<file path="src/rtl/lsu_ctrl.sv">
// -----------------------------------------------------------------------------
// lsu_ctrl -- single-outstanding load/store unit controller
//
// Accepts one load/store request from the pipeline and checks it for
// alignment and legal size encoding. Legal requests run one registered
// memory access. Store data is lane-placed on the way out. Load data is
// lane-extracted and sign/zero-extended on the way back. Every accepted
// request ends with exactly one resp_valid pulse.
//
// Parameters
//   ACK_TIMEOUT   cycles spent in ACCESS waiting for mem_ack before the access
//                 is abandoned with resp_err (legal 1..255)
//
// Ports
//   clk, rst                         clock, synchronous active-high reset
//   req_valid / req_ready            request handshake (ready only in IDLE)
//   req_we, req_funct3               store/load select, size/sign encoding
//   req_addr, req_wdata              byte address, right-justified store data
//   mem_req, mem_we, mem_addr,       registered memory request, word-aligned
//   mem_wdata, mem_be                address, lane-placed data, byte enables
//   mem_ack, mem_rdata               memory completion and read data
//   resp_valid, resp_rdata,          response pulse, extended load data,
//   resp_misalign, resp_err          illegal-request flag, timeout flag
// -----------------------------------------------------------------------------
module lsu_ctrl #(
  parameter int unsigned ACK_TIMEOUT = 16
) (
  input  logic        clk,
  input  logic        rst,
  input  logic        req_valid,
  output logic        req_ready,
  input  logic        req_we,
  input  logic [2:0]  req_funct3,
  input  logic [31:0] req_addr,
  input  logic [31:0] req_wdata,
  output logic        mem_req,
  output logic        mem_we,
  output logic [31:0] mem_addr,
  output logic [31:0] mem_wdata,
  output logic [3:0]  mem_be,
  input  logic        mem_ack,
  input  logic [31:0] mem_rdata,
  output logic        resp_valid,
  output logic [31:0] resp_rdata,
  output logic        resp_misalign,
  output logic        resp_err
);

  localparam int unsigned DATA_W = 32;

  localparam logic [1:0] S_IDLE   = 2'd0;
  localparam logic [1:0] S_ACCESS = 2'd1;
  localparam logic [1:0] S_RESP   = 2'd2;

  localparam logic [7:0] TIMEOUT_CNT = 8'(ACK_TIMEOUT);

  // ---------------------------------------------------------------------------
  // Helper functions
  // ---------------------------------------------------------------------------

  // A request is illegal when its size does not match the address alignment,
  // when the size encoding is unused, or when a store asks for an unsigned
  // size (only loads have a signedness).
  function automatic logic req_illegal(input logic       we,
                                       input logic [2:0] funct3,
                                       input logic [1:0] off);
    logic bad;
    bad = 1'b0;
    case (funct3)
      3'b000:  bad = 1'b0;
      3'b100:  bad = we;
      3'b001:  bad = off[0];
      3'b101:  bad = we | off[0];
      3'b010:  bad = |off;
      default: bad = 1'b1;
    endcase
    return bad;
  endfunction

  // Replicate the right-justified store data across every lane; the byte
  // enables pick out the lane that memory actually writes.
  function automatic logic [DATA_W-1:0] store_lanes(input logic [2:0]        funct3,
                                                    input logic [DATA_W-1:0] wdata);
    logic [DATA_W-1:0] lanes;
    case (funct3[1:0])
      2'b00:   lanes = {4{wdata[7:0]}};
      2'b01:   lanes = {2{wdata[15:0]}};
      default: lanes = wdata;
    endcase
    return lanes;
  endfunction

  // Loads always read the whole word; extraction happens on the way back.
  function automatic logic [3:0] store_be(input logic       we,
                                          input logic [2:0] funct3,
                                          input logic [1:0] off);
    logic [3:0] be;
    if (!we) begin
      be = 4'b1111;
    end else begin
      case (funct3[1:0])
        2'b00:   be = 4'b0001 << off;
        2'b01:   be = 4'b0011 << {off[1], 1'b0};
        default: be = 4'b1111;
      endcase
    end
    return be;
  endfunction

  // Shift the addressed lane down to bit 0, then sign- or zero-extend it.
  function automatic logic [DATA_W-1:0] load_extract(input logic [2:0]        funct3,
                                                     input logic [1:0]        off,
                                                     input logic [DATA_W-1:0] rdata);
    logic [DATA_W-1:0]        sh_b;
    logic [DATA_W-1:0]        sh_h;
    logic signed [7:0]        b_s;
    logic signed [15:0]       h_s;
    logic signed [DATA_W-1:0] ext_s;
    logic [DATA_W-1:0]        res;
    sh_b  = rdata >> {off, 3'b000};
    sh_h  = rdata >> {off[1], 4'b0000};
    b_s   = $signed(sh_b[7:0]);
    h_s   = $signed(sh_h[15:0]);
    ext_s = '0;
    res   = '0;
    case (funct3)
      3'b000: begin
        ext_s = 32'(b_s);
        res   = $unsigned(ext_s);
      end
      3'b001: begin
        ext_s = 32'(h_s);
        res   = $unsigned(ext_s);
      end
      3'b100:  res = {24'd0, sh_b[7:0]};
      3'b101:  res = {16'd0, sh_h[15:0]};
      3'b010:  res = rdata;
      default: res = '0;
    endcase
    return res;
  endfunction

  // ---------------------------------------------------------------------------
  // State
  // ---------------------------------------------------------------------------
  logic [1:0] state;
  logic [7:0] wait_cnt;
  logic [7:0] wait_cnt_inc;

  // Request fields kept for the response path
  logic       req_we_p0;
  logic [2:0] req_funct3_p0;
  logic [1:0] req_off_p0;

  assign wait_cnt_inc = wait_cnt + 8'd1;
  assign req_ready    = (state == S_IDLE);
  assign resp_valid   = (state == S_RESP);

  always_ff @(posedge clk) begin
    if (rst) begin
      state         <= S_IDLE;
      wait_cnt      <= 8'd0;
      req_we_p0     <= 1'b0;
      req_funct3_p0 <= 3'd0;
      req_off_p0    <= 2'd0;
      mem_req       <= 1'b0;
      mem_we        <= 1'b0;
      mem_addr      <= '0;
      mem_wdata     <= '0;
      mem_be        <= 4'd0;
      resp_rdata    <= '0;
      resp_misalign <= 1'b0;
      resp_err      <= 1'b0;
    end else begin
      case (state)
        // ---- IDLE -> ACCESS / RESP ----
        S_IDLE: begin
          if (req_valid) begin
            req_we_p0     <= req_we;
            req_funct3_p0 <= req_funct3;
            req_off_p0    <= req_addr[1:0];
            if (req_illegal(req_we, req_funct3, req_addr[1:0])) begin
              // Illegal requests never touch memory; answer directly.
              state         <= S_RESP;
              resp_misalign <= 1'b1;
              resp_err      <= 1'b0;
              resp_rdata    <= '0;
            end else begin
              state     <= S_ACCESS;
              wait_cnt  <= 8'd0;
              mem_req   <= 1'b1;
              mem_we    <= req_we;
              mem_addr  <= {req_addr[31:2], 2'b00};
              mem_wdata <= req_we ? store_lanes(req_funct3, req_wdata) : '0;
              mem_be    <= store_be(req_we, req_funct3, req_addr[1:0]);
            end
          end
        end

        // ---- ACCESS -> RESP ----
        S_ACCESS: begin
          if (mem_ack) begin
            state         <= S_RESP;
            mem_req       <= 1'b0;
            mem_we        <= 1'b0;
            resp_misalign <= 1'b0;
            resp_err      <= 1'b0;
            resp_rdata    <= req_we_p0 ? '0
                             : load_extract(req_funct3_p0, req_off_p0, mem_rdata);
          end else begin
            wait_cnt <= wait_cnt_inc;
            // wait_cnt_inc counts ACCESS cycles spent so far, including this one.
            if (wait_cnt_inc == TIMEOUT_CNT) begin
              state         <= S_RESP;
              mem_req       <= 1'b0;
              mem_we        <= 1'b0;
              resp_misalign <= 1'b0;
              resp_err      <= 1'b1;
              resp_rdata    <= '0;
            end
          end
        end

        // ---- RESP -> IDLE ----
        S_RESP: begin
          state <= S_IDLE;
        end

        default: begin
          state   <= S_IDLE;
          mem_req <= 1'b0;
          mem_we  <= 1'b0;
        end
      endcase
    end
  end

endmodule

</file>
<file path="config.mk">
export PLATFORM = sky130hd
export DESIGN_NAME = lsu_ctrl
export DESIGN_NICKNAME = d
export VERILOG_FILES = /design/src/rtl/lsu_ctrl.sv
export SDC_FILE = /design/constraint.sdc
export NUM_CORES = 1
export LEC_CHECK = 0
export ABC_AREA = 1
export CORE_MARGIN = 2
export CORE_UTILIZATION = 35
export CTS_CLUSTER_DIAMETER = 30
export DETAILED_ROUTE_END_ITERATION = 7
export GPL_TIMING_DRIVEN = 1
export PLACE_DENSITY = 0.7
export SLEW_MARGIN = 20
export SYNTH_ARGS = -nofsm -noshare
export SYNTH_HDL_FRONTEND = slang
export SYNTH_SLANG_ARGS = --single-unit
</file>
<file path="constraint.sdc">
create_clock -name clk -period 3 [get_ports clk]
set_input_delay 0.75 -clock clk [delete_from_list [all_inputs] [get_ports clk]]
set_output_delay 0.75 -clock clk [all_outputs]
set_load 0.01 [all_outputs]
</file>
* Yosys cells after proc, flatten, opt, wreduce, memory -nomap -nowiden
Index checks and enable logic that the tools add are counted.
Word-level totals: register bits after elaboration 118, logic and storage cells 90
Operators by class: add/subtract/negate cells 1, eq/ne operators 17, shift-type cells 4, mux-type cells 40, bitwise gates (word level) 3, reduce and logical (&&, ||, !) cells 12
Operator list (number):
- $mux W32 | 6
- $pmux W32 S5 | 1
- $pmux W32 S2 | 2
- $shr A32 B5 Y16 | 1
- $shr A32 B5 Y8 | 1
- $mux W8 | 3
- $pmux W8 S2 | 1
- $mux W1 | 15
- $eq A3 B3 Y1 const B | 4
- $reduce_and A4 Y1 | 3
- $add A8 B1 Y8 const B | 1
- $eq A8 B5 Y1 const B | 1
- $mux W2 | 4
- $pmux W4 S2 | 1
- $eq A3 B1 Y1 const B | 2
- $eq A3 B2 Y1 const B | 2
- $logic_not A3 Y1 | 2
- $ne A2 B2 Y1 const B | 3
- $pmux W1 S3 | 2
- $pmux W1 S5 | 1
- $eq A2 B1 Y1 const B | 2
- $logic_not A2 Y1 | 2
- $mux W4 | 1
- $pmux W1 S2 | 2
- 12 further kinds | 14

* Depth between registers and ports, before layout
Gate-level depths: netlist of the first run.
depth in word-level cells 8, mapped depth 12, gate-level depth less buffers 11

* Worst setup path after synthesis of the first run
OpenSTA, ideal clock, no wires.
path type in2reg, start point input port req_funct3[0], end point register mem_wdata[21], setup time 0.070 ns, arrival 1.822 ns, data required time 2.930 ns, path slack 1.107 ns, stages 10, buffers on the path 1, path through nor2_4 inv_2 nand2_1 nand2_1 nor2_2 nand3_4 nor2_4 buf_4 o211ai_1 a21oi_1
On the way: longest elaborated chain between the ends 7, elaborated cells between the ends (all ways) 15, those cells by class eq/ne (5); mux (6); bitwise (1); reduce/logical (3)
Ends and longest elaborated chain:
- from (decl) | line 33 | input logic [2:0] req_funct3,
- $eq A3 B2 Y1 (tied with other cells) | line 69 | case (funct3)
- $pmux W1 S5 | line 69
- $mux W1 | line 178 | if (req_valid) begin
- $mux W1 | line 175 | case (state)
- $mux W1 | line 160 | if (rst) begin
- $not A1 Y1 (no line)
- $reduce_and A3 Y1 (no line)
- to (signal assigned) | line 194 | mem_wdata <= req_we ? store_lanes(req_funct3, req_wdata) : '0;
- to (decl) | line 39 | output logic [31:0] mem_wdata,
Several ways; a longest one is shown, not always the timed one. The select of a mux whose other input is x is not followed. A chain may end at the register's enable or synchronous reset.

* Worst setup path in the final report of the first run
start point input port req_funct3[1], end point register mem_addr[30]
On the way: longest elaborated chain between the ends 7, elaborated cells between the ends (all ways) 11, those cells by class eq/ne (4); mux (4); bitwise (1); reduce/logical (2)
Ends and longest elaborated chain:
- $eq A3 B2 Y1 (tied with other cells) | line 69
- $pmux W1 S5 * | line 69
- $mux W1 * | line 178
- $mux W1 * | line 175
- $mux W1 * | line 160
- $not A1 Y1 (no line) *
- $reduce_and A3 Y1 (no line) *
- to (signal assigned) | line 193 | mem_addr <= {req_addr[31:2], 2'b00};
- to (decl) | line 38 | output logic [31:0] mem_addr,
Every way passes the cells marked *; elsewhere a longest branch is shown, timed or not. The select of a mux whose other input is x is not followed.

==> results of run 1 <==
==> flip-flops by register name, summed over array words and instances (netlist names), 2 cells and up <==
| name | flops |
|---|---|
| resp_rdata | 32 |
| req_off_p0 | 2 |
| mem_wdata | 32 |
| mem_addr | 30 |
| req_funct3_p0 | 3 |
| state | 2 |
| mem_be | 4 |
| wait_cnt | 8 |
==> Yosys cell counts, drive strengths merged, types with 2 or more instances <==
master and number:
a21oi 111, buf 18, clkbuf 29, dfxtp 118, inv 36, nand2 241
nand3 33, nand4 2, nor2 52, nor3 11, o211a 5, o211ai 10
o21ai 45, o221ai 8, o22ai 8, o311ai 2, or2 9
==> worst max-delay path by stage <==
| stage | start | end | slack (ns) |
|---|---|---|---|
| final | req_funct3[1] | mem_addr[30] | 0.53 |
| after floorplan | req_funct3[0] | mem_wdata[21] | 1.11 |
| after global placement | req_funct3[0] | wait_cnt[5] | 0.21 |
| after detailed placement | req_funct3[1] | mem_addr[28] | 0.11 |
| after global routing | req_funct3[1] | mem_addr[14] | 0.33 |
| after CTS | state[1] | req_ready | 0.53 |
==> report_power, final <==
part	switching (uW)	internal [uW]
combinational	340	309
clock	708	1360
sequential	39.9	1620
==> metrics by stage <==
| stage | setup WS, ns | hold WS (ns) |
|---|---|---|
| after floorplan | 1.11 | 0.430 |
| after global placement | 0.205 | 0.449 |
| after detailed placement | 0.106 | 0.456 |
| after CTS | 0.531 | 0.463 |
| after global routing | 0.326 | 0.477 |
| final | 0.533 | 0.460 |
==> layout make-up <==
class                      count  share of cell area [%]
multi-input combinational    546                    31.6
sequential                   118                    29.3
timing repair buffer         220                    27.2
clock buffer                  23                    5.92
tap                          184                    2.85
inverter                      37                    1.72
clock inverter                 8                    1.52
==> per-layer routing <==
layer / vias up / part of all wire (%) / GRT usage, % / wire, um
li1: 2858 / - / - / -
met1: 2597 / 42 / 26.0 / 7200
met2: 227 / 46 / 34.0 / 7970
met3: 19 / 11 / 10.9 / 1930
met4: 0 / 1.2 / 6.08 / 204
met5: - / 0 / 0 / 0
==> logic make-up after synthesis <==
kind of cell,Yosys count,share of synthesized area (%)
simple gates,349,27.2
flops,118,44.8
other cells,1,0.0711
fa+ha+maj,1,0.237
buf+inv,84,6.95
xor+xnor,1,0.166
compound gates,192,20.3
mux,1,0.190
==> critical path, stage by stage <==
cell,delay (ns)
clkdlybuf4s50_1,0.59
nor2_4,0.21
inv_2,0.10
nand2_1,0.07
nand2_1,0.08
nor2_2,0.16
nand3_4,0.15
inv_2,0.25
buf_12,0.23
nand2_1,0.07
a21oi_1,0.13
==> flow_summary.yaml, run 1 <==
worst_setup_path:
  r2r_slack_ns: 0.96
  r2r_cells: 7
  cp_max_fo: 33
  endpoint_kind: "register"
  crit_arrival_ns: 2.81
  critPathKind: "in -> reg"
  start_kind: "input pin"
  reg2reg_from: "req_funct3_p0[0]"
  cp.required_ns: 3.34
  r2r-end: "resp_rdata[6]"
synthesis:
  synth_flop_cell: "dfxtp_1"
  netlist.area_leader.share_pct: 44.8
  syn_avg_cell_area_um2: 7.06
  synth_area_leaders: "dfxtp_1, nand2_1, a21oi_1"
  yosysTopAreaCell: "dfxtp_1"
  yosys_warnings: 0
  ys_seq_area_share_pct: 44.8
  synth_edf_count: 0
  ys_types: 36
  syn_inst: 747
  async_reset_ff_share_pct: 0
  syn-cell-area_um2: 5270
  synth-seq-cells: 118
drt:
  ant_nets: 0
  drtIter0Drc: 347
  first_pass_iters: 4
  post-route-drc-count: 0
  routed-via-count: 5701
  wl_per_cell_um: 15.2
  wirelength_mm: 17.3
  viasPerCell: 5.02
cells_and_area:
  fin_util_pct: 55.1
  antenna_cells: 0
  final_common_cell: "nand2_1"
  drive_gt1_share_pct: 6.30
  area_delta_synth_final_pct: 53.1
  final_nets: 1045
  design_area_um2: 8070
  layout.cells.non_filler: 1136
  final_cell_mix: "nand2_1, clkdlybuf4s50_1, dfxtp_1, a21oi_1, nor2_1"
  multi_input_area_um2: 2550
  regArea_um2: 2360
  nFillCells: 1394
cts:
  h-tree-depth: 4
  cts.repair.resized: 0
  clock_latency_ns: 0.42
  cts_setup_buffers: 0
  clock-sinks: 118
  clk_pin_slew_ns: 0.05
  holdBufCountCts: 0
  cts_buffers: 17
  cts.path.max_buffers: 2
  cts-root-buf: "clkbuf_16"
  cts_tree: "built"
power_and_ir_drop:
  totalPowerFinal_uw: 4380
  pwr_density_cell_nw_per_um2: 543
  ir_drop_uv: 433
  power.leakage_uw: 0.00298
sta:
  finalSetupViolations: 0
  fin_crit_ns: 2.47
  worstMarginPinSlew_ns: 0.670
  hold_violations: 0
  rsz0062_at_grt: "false"
  slew_violations: 0
  fin_skew_ns: 0.00864
  setup_tns_ns: 0
  fin_crit_sh_pct: 82.2
  clock.fmax_mhz: 405
  slew_headroom_pct: 55.3
global_routing:
  grt_pass1_wl_mm: 27.4
  grt_max_degree: 59
  grt-ovfl-total: 0
  grt_util_all_layers_pct: 21.5
  antenna_found_initial: 0
  grt_pass1_vias: 5440
worst_hold_path:
  holdPathEnd: "resp_rdata[18]"
  hold_start: "resp_rdata[18]"
  hold_class: "reg -> reg"
  min_path_cells: 2
floorplanning:
  num_rows: 44
  initial_core_util_pct: 36.0
  die_y_um: 127
  io_pins: 210
  dieArea_um2: 16100
  core-area_um2: 14600
  die-width_um: 127
placement:
  place_area_um2: 7470
  gp_congestion: 0.829
  dpl.hpwl_mm: 12.6
  portBuffers: 207
  placedCellCount: 1105
flow_run:
  drv_cap: 0
status:
  status: "complete, no violations"
Note: power is estimated with default switching activity, not from simulation.
==> run 2, diff against run 1 <==
--- a/config.mk
+++ b/config.mk
@@ -11,7 +11,7 @@
 export CTS_CLUSTER_DIAMETER = 30
 export DETAILED_ROUTE_END_ITERATION = 7
 export GPL_TIMING_DRIVEN = 1
-export PLACE_DENSITY = 0.7
+export PLACE_DENSITY = 0.72
 export SLEW_MARGIN = 20
 export SYNTH_ARGS = -nofsm -noshare
 export SYNTH_HDL_FRONTEND = slang
==> constraint.sdc (replaced) <==
create_clock -name clk -period 2.2 [get_ports clk]
set_input_delay 0.55 -clock clk [delete_from_list [all_inputs] [get_ports clk]]
set_output_delay 0.55 -clock clk [all_outputs]
set_load 0.01 [all_outputs]
==> flow_summary.yaml, run 2 (same netlist as run 1, synthesis figures left out) <==
global_routing:
  grt_util_all_layers_pct: 22.1
  grt-ovfl-total: 0
  grt_pass1_wl_mm: 28.3
  antenna_found_initial: 0
  grt_pass1_vias: 5592
  grt_max_degree: 98
worst_setup_path:
  r2r_cells: 11
  cp_top_family: "buffers and inverters"
  reg2reg_from: "wait_cnt[0]"
  cp.required_ns: 1.65
  critPathKind: "reg -> out"
  start_kind: "register"
  cpMaxStageDelayCell: "clkdlybuf4s50_1"
  crit_arrival_ns: 1.56
  r2r-end: "resp_rdata[0]"
  worstPathCellList: "inv_1 > nor2_1 > clkdlybuf4s50_1"
  critical_path_buf_inv_count: 2
  r2r_slack_ns: 0.38
  endpoint_kind: "primary output"
  cp_max_fo: 3
  max_stage_delay_ns: 0.55
cts:
  cts-root-buf: "clkbuf_16"
  clk_pin_slew_ns: 0.06
  clock_latency_ns: 0.42
  cts_tree: "built"
  h-tree-depth: 4
  clock-sinks: 118
  cts_buffers: 17
  holdBufCountCts: 0
  cts.repair.resized: 0
  cts_setup_buffers: 0
  cts.path.max_buffers: 2
drt:
  ant_nets: 0
  post-route-drc-count: 0
  wirelength_mm: 17.4
  dr_wl_met2_mm: 7.94
  wl_met1_mm: 7.20
  routed-via-count: 5788
  wl_met3_mm: 1.84
  first_pass_iters: 7
  drtIter0Drc: 322
  wl_per_cell_um: 14.9
  maxUsedRoutingLayer: "met4"
  viasPerCell: 4.98
floorplanning:
  dieArea_um2: 16100
  io_pins: 210
  initial_core_util_pct: 36.0
  num_rows: 44
  die_y_um: 127
  die-width_um: 127
  core-area_um2: 14600
placement:
  place_area_um2: 7730
  placedCellCount: 1131
  dp_worst_setup_slack_ns: -0.265
  portBuffers: 207
  dpl.hpwl_mm: 12.6
  gp_congestion: 0.867
sta:
  slew_headroom_pct: 55.5
  finalSetupViolations: 0
  worstMarginPinSlew_ns: 0.667
  finalWorstSetupSlack_ns: 0.0872
  fin_crit_sh_pct: 96.0
  hold_violations: 0
  slew_violations: 0
  fin_crit_ns: 2.11
  fin_skew_ns: 0.00985
  rsz0062_at_grt: "false"
  clock.fmax_mhz: 473
power_and_ir_drop:
  power.leakage_uw: 0.00312
  pwr_density_cell_nw_per_um2: 723
  ir_drop_uv: 507
cells_and_area:
  layout.cells.non_filler: 1163
  largestRegisters: "mem_wdata: 32 flops, resp_rdata: 32 flops, mem_addr: 30 flops"
  drive_gt1_share_pct: 9.19
  final_nets: 1071
  area_delta_synth_final_pct: 57.9
  final_cell_mix: "nand2_1, clkdlybuf4s50_1, dfxtp_1, a21oi_1, nor2_1"
  design_area_um2: 8320
  antenna_cells: 0
  final_common_cell: "nand2_1"
worst_hold_path:
  min_path_cells: 2
  hold_start: "resp_rdata[5]"
  holdPathEnd: "resp_rdata[5]"
  hold_class: "reg -> reg"
flow_run:
  drv_cap: 0
status:
  status: "complete, no violations"
## run 2: worst max path at each step
stage                       start            end  cells after the start
floorplan           req_funct3[0]  mem_wdata[21]                     10
global placement    req_funct3[1]   mem_addr[19]                      9
detailed placement  req_funct3[1]    mem_addr[4]                     11
CTS                      state[1]     resp_valid                      3
global route        req_funct3[1]    mem_addr[5]                     11
finish                   state[1]     resp_valid                      3
## run 2: power by group
part | internal (uW) | switching (uW) | total, uW
clock | 1690 | 1110 | 2800
sequential | 2210 | 48.5 | 2260
combinational | 475 | 477 | 952
total | 4380 | 1640 | 6010
## run 2: per-stage QoR
stage / setup TNS [ns] / total power (uW) / hold slack, ns / utilization, %
after detailed placement: -18.54 / 3250 / 0.455 / 52.8
final: 0 / 6010 / 0.462 / 56.8
after global routing: 0 / 6290 / 0.481 / 56.8
after floorplan: 0 / 2760 / 0.430 / -
after global placement: -13.19 / 3250 / 0.448 / 52.8
after CTS: 0 / 6070 / 0.463 / 56.8
## run 2: layer usage
| metal | track usage (%) | vias up |
|---|---|---|
| met5 | 0 | - |
| li1 | - | 2913 |
| met3 | 9.62 | 34 |
| met1 | 26.5 | 2592 |
| met4 | 8.34 | 0 |
| met2 | 35.2 | 249 |
## run 2: worst min-delay path, cell delays in order, from the launching register on
cell	delay [ns]
dfxtp_1	0.31
nand2_1	0.06
a21oi_1	0.05
## run 2: final cells by class
class / count / area [um^2]
Timing Repair Buffer: 246 / 2450
Clock inverter: 15 / 169
Sequential cell: 118 / 2360
Fill cell: 1407 / 6320
Multi-Input combinational cell: 546 / 2550
Inverter: 37 / 139
Clock buffer: 17 / 425
Tap cell: 184 / 230
==> run 3, diff against run 2 <==
--- a/config.mk
+++ b/config.mk
@@ -7,11 +7,12 @@
 export LEC_CHECK = 0
 export ABC_AREA = 1
 export CORE_MARGIN = 2
-export CORE_UTILIZATION = 35
+export CORE_UTILIZATION = 43
 export CTS_CLUSTER_DIAMETER = 30
 export DETAILED_ROUTE_END_ITERATION = 7
+export DONT_BUFFER_PORTS = 1
 export GPL_TIMING_DRIVEN = 1
-export PLACE_DENSITY = 0.72
+export PLACE_DENSITY = 0.63
 export SLEW_MARGIN = 20
 export SYNTH_ARGS = -nofsm -noshare
 export SYNTH_HDL_FRONTEND = slang
==> flow_summary.yaml, run 3 (same netlist as run 1, synthesis figures left out) <==
cts:
  clock-sinks: 118
  cts_buffers: 17
  h-tree-depth: 4
  cts_tree: "built"
  clock_latency_ns: 0.41
  holdBufCountCts: 0
  cts_setup_buffers: 0
  cts-root-buf: "clkbuf_16"
  cts.repair.resized: 0
  cts.path.max_buffers: 2
  clk_pin_slew_ns: 0.06
worst_hold_path:
  min_path_cells: 1
  hold_class: "in -> reg"
placement:
  dpl.hpwl_mm: 10.9
  gp_congestion: 0.833
  portBuffers: 0
  place_area_um2: 5360
sta:
  fin_crit_sh_pct: 90.1
  slew_violations: 0
  hold_violations: 0
  worstMarginPinSlew_ns: 0.568
  slew_headroom_pct: 61.7
  clock.fmax_mhz: 504
  fin_skew_ns: 0.00862
  fin_crit_ns: 1.98
  setup_tns_ns: 0
  rsz0062_at_grt: "false"
  finalSetupViolations: 0
cells_and_area:
  antenna_cells: 0
  area_delta_synth_final_pct: 12.6
  final_nets: 839
  final_common_cell: "nand2_1"
  fin_util_pct: 49.4
  drive_gt1_share_pct: 8.43
  final_cell_mix: "nand2_1, dfxtp_1, a21oi_1, nor2_1, o21ai_0"
  design_area_um2: 5930
  largestRegisters: "mem_wdata: 32 flops, resp_rdata: 32 flops, mem_addr: 30 flops"
power_and_ir_drop:
  totalPowerFinal_uw: 5450
  pwr_density_cell_nw_per_um2: 918
  power.leakage_uw: 0.00220
  ir_drop_uv: 505
status:
  status: "complete, no violations"
worst_setup_path:
  critPathKind: "reg -> reg"
  start_kind: "register"
  worstPathCellList: "ha_1 > nand2_1 > inv_1 > nand3_1 > nand3_1 > nor2_1 > nand3_1 > nand2_1 > nand2_2 > buf_4 > nand2_1 > a21oi_1"
  max_stage_delay_ns: 0.38
  cp.required_ns: 2.54
  worst-path-stages: 12
  cp_top_family: "simple AND/OR/NAND/NOR gates"
  critical_path_buf_inv_count: 2
  r2r_cells: 12
  crit_arrival_ns: 2.33
  cp_max_fo: 32
  endpoint_kind: "register"
  cpMaxStageDelayCell: "dfxtp_1"
drt:
  dr_wl_met2_mm: 7.15
  first_pass_iters: 4
  wl_per_cell_um: 17.2
  ant_nets: 0
  wl_met1_mm: 6.00
  viasPerCell: 5.55
  routed-via-count: 4962
  maxUsedRoutingLayer: "met4"
  wl_met3_mm: 1.88
  wirelength_mm: 15.3
  post-route-drc-count: 0
  drtIter0Drc: 413
floorplanning:
  die-width_um: 115
  initial_core_util_pct: 43.9
  num_rows: 40
  dieArea_um2: 13200
  core-area_um2: 12000
  io_pins: 210
  die_y_um: 115
global_routing:
  grt_max_degree: 99
  grt_pass1_wl_mm: 24.1
  grt_pass1_vias: 4773
  antenna_found_initial: 0
  grt_util_all_layers_pct: 23.4
  grt-ovfl-total: 0
flow_run:
  drv_cap: 0
-- run 3: changes by cell type in the layout (fill, tap and decap cells not counted), sizes merged, moves of 2 or more --
cell and change:
clkbuf +4, buf -26, clkdlybuf4s50 -206, clkinv +2
inv -6
-- run 3: worst paths after layout --
check | start | end | slack, ns
max | wait_cnt[0] | resp_rdata[30] | 0.22
min | rst | resp_rdata[24] | 0.20
max reg2reg | wait_cnt[0] | resp_rdata[30] | 0.22
min reg2reg | req_off_p0[1] | req_off_p0[1] | 0.48
-- run 3: area by class of cell --
type                       count  area (um^2)
fill                        1220         6080
multi-input combinational    546         2550
tap                          147          184
sequential                   118         2360
timing repair buffer          14          130
inverter                      37          139
clock buffer                  21          470
clock inverter                11          101
-- run 3: metrics by stage --
| step | worst slack [ns] | cells | hold slack [ns] |
|---|---|---|---|
| after global placement | 0.159 | 862 | 0.464 |
| after global routing | 0.0127 | 894 | 0.183 |
| after floorplan | 0.507 | 748 | 0.430 |
| after detailed placement | 0.0839 | 862 | 0.472 |
| final | 0.217 | 894 | 0.202 |
| after CTS | 0.238 | 894 | 0.190 |
-- run 3: metal layers --
metal	vias to the layer above	global-route usage, %
li1	2447	-
met1	2257	27.1
met2	234	37.0
met3	24	11.2
met4	0	9.96
met5	-	0
-- run 3: worst reg2reg max path: stages (launching register included) --
cell and delay [ns]:
dfxtp_1 0.38, ha_1 0.21, nand2_1 0.06, inv_1 0.11, nand3_1 0.11, nand3_1 0.09
nor2_1 0.04, nand3_1 0.09, nand2_1 0.13, nand2_2 0.12, buf_4 0.32, nand2_1 0.11
a21oi_1 0.14
-- run 3: report_power, final --
group,internal [uW],total (uW),switching (uW)
Clock,1640,2640,998
Combinational,181,516,335
Sequential,2210,2290,82.7
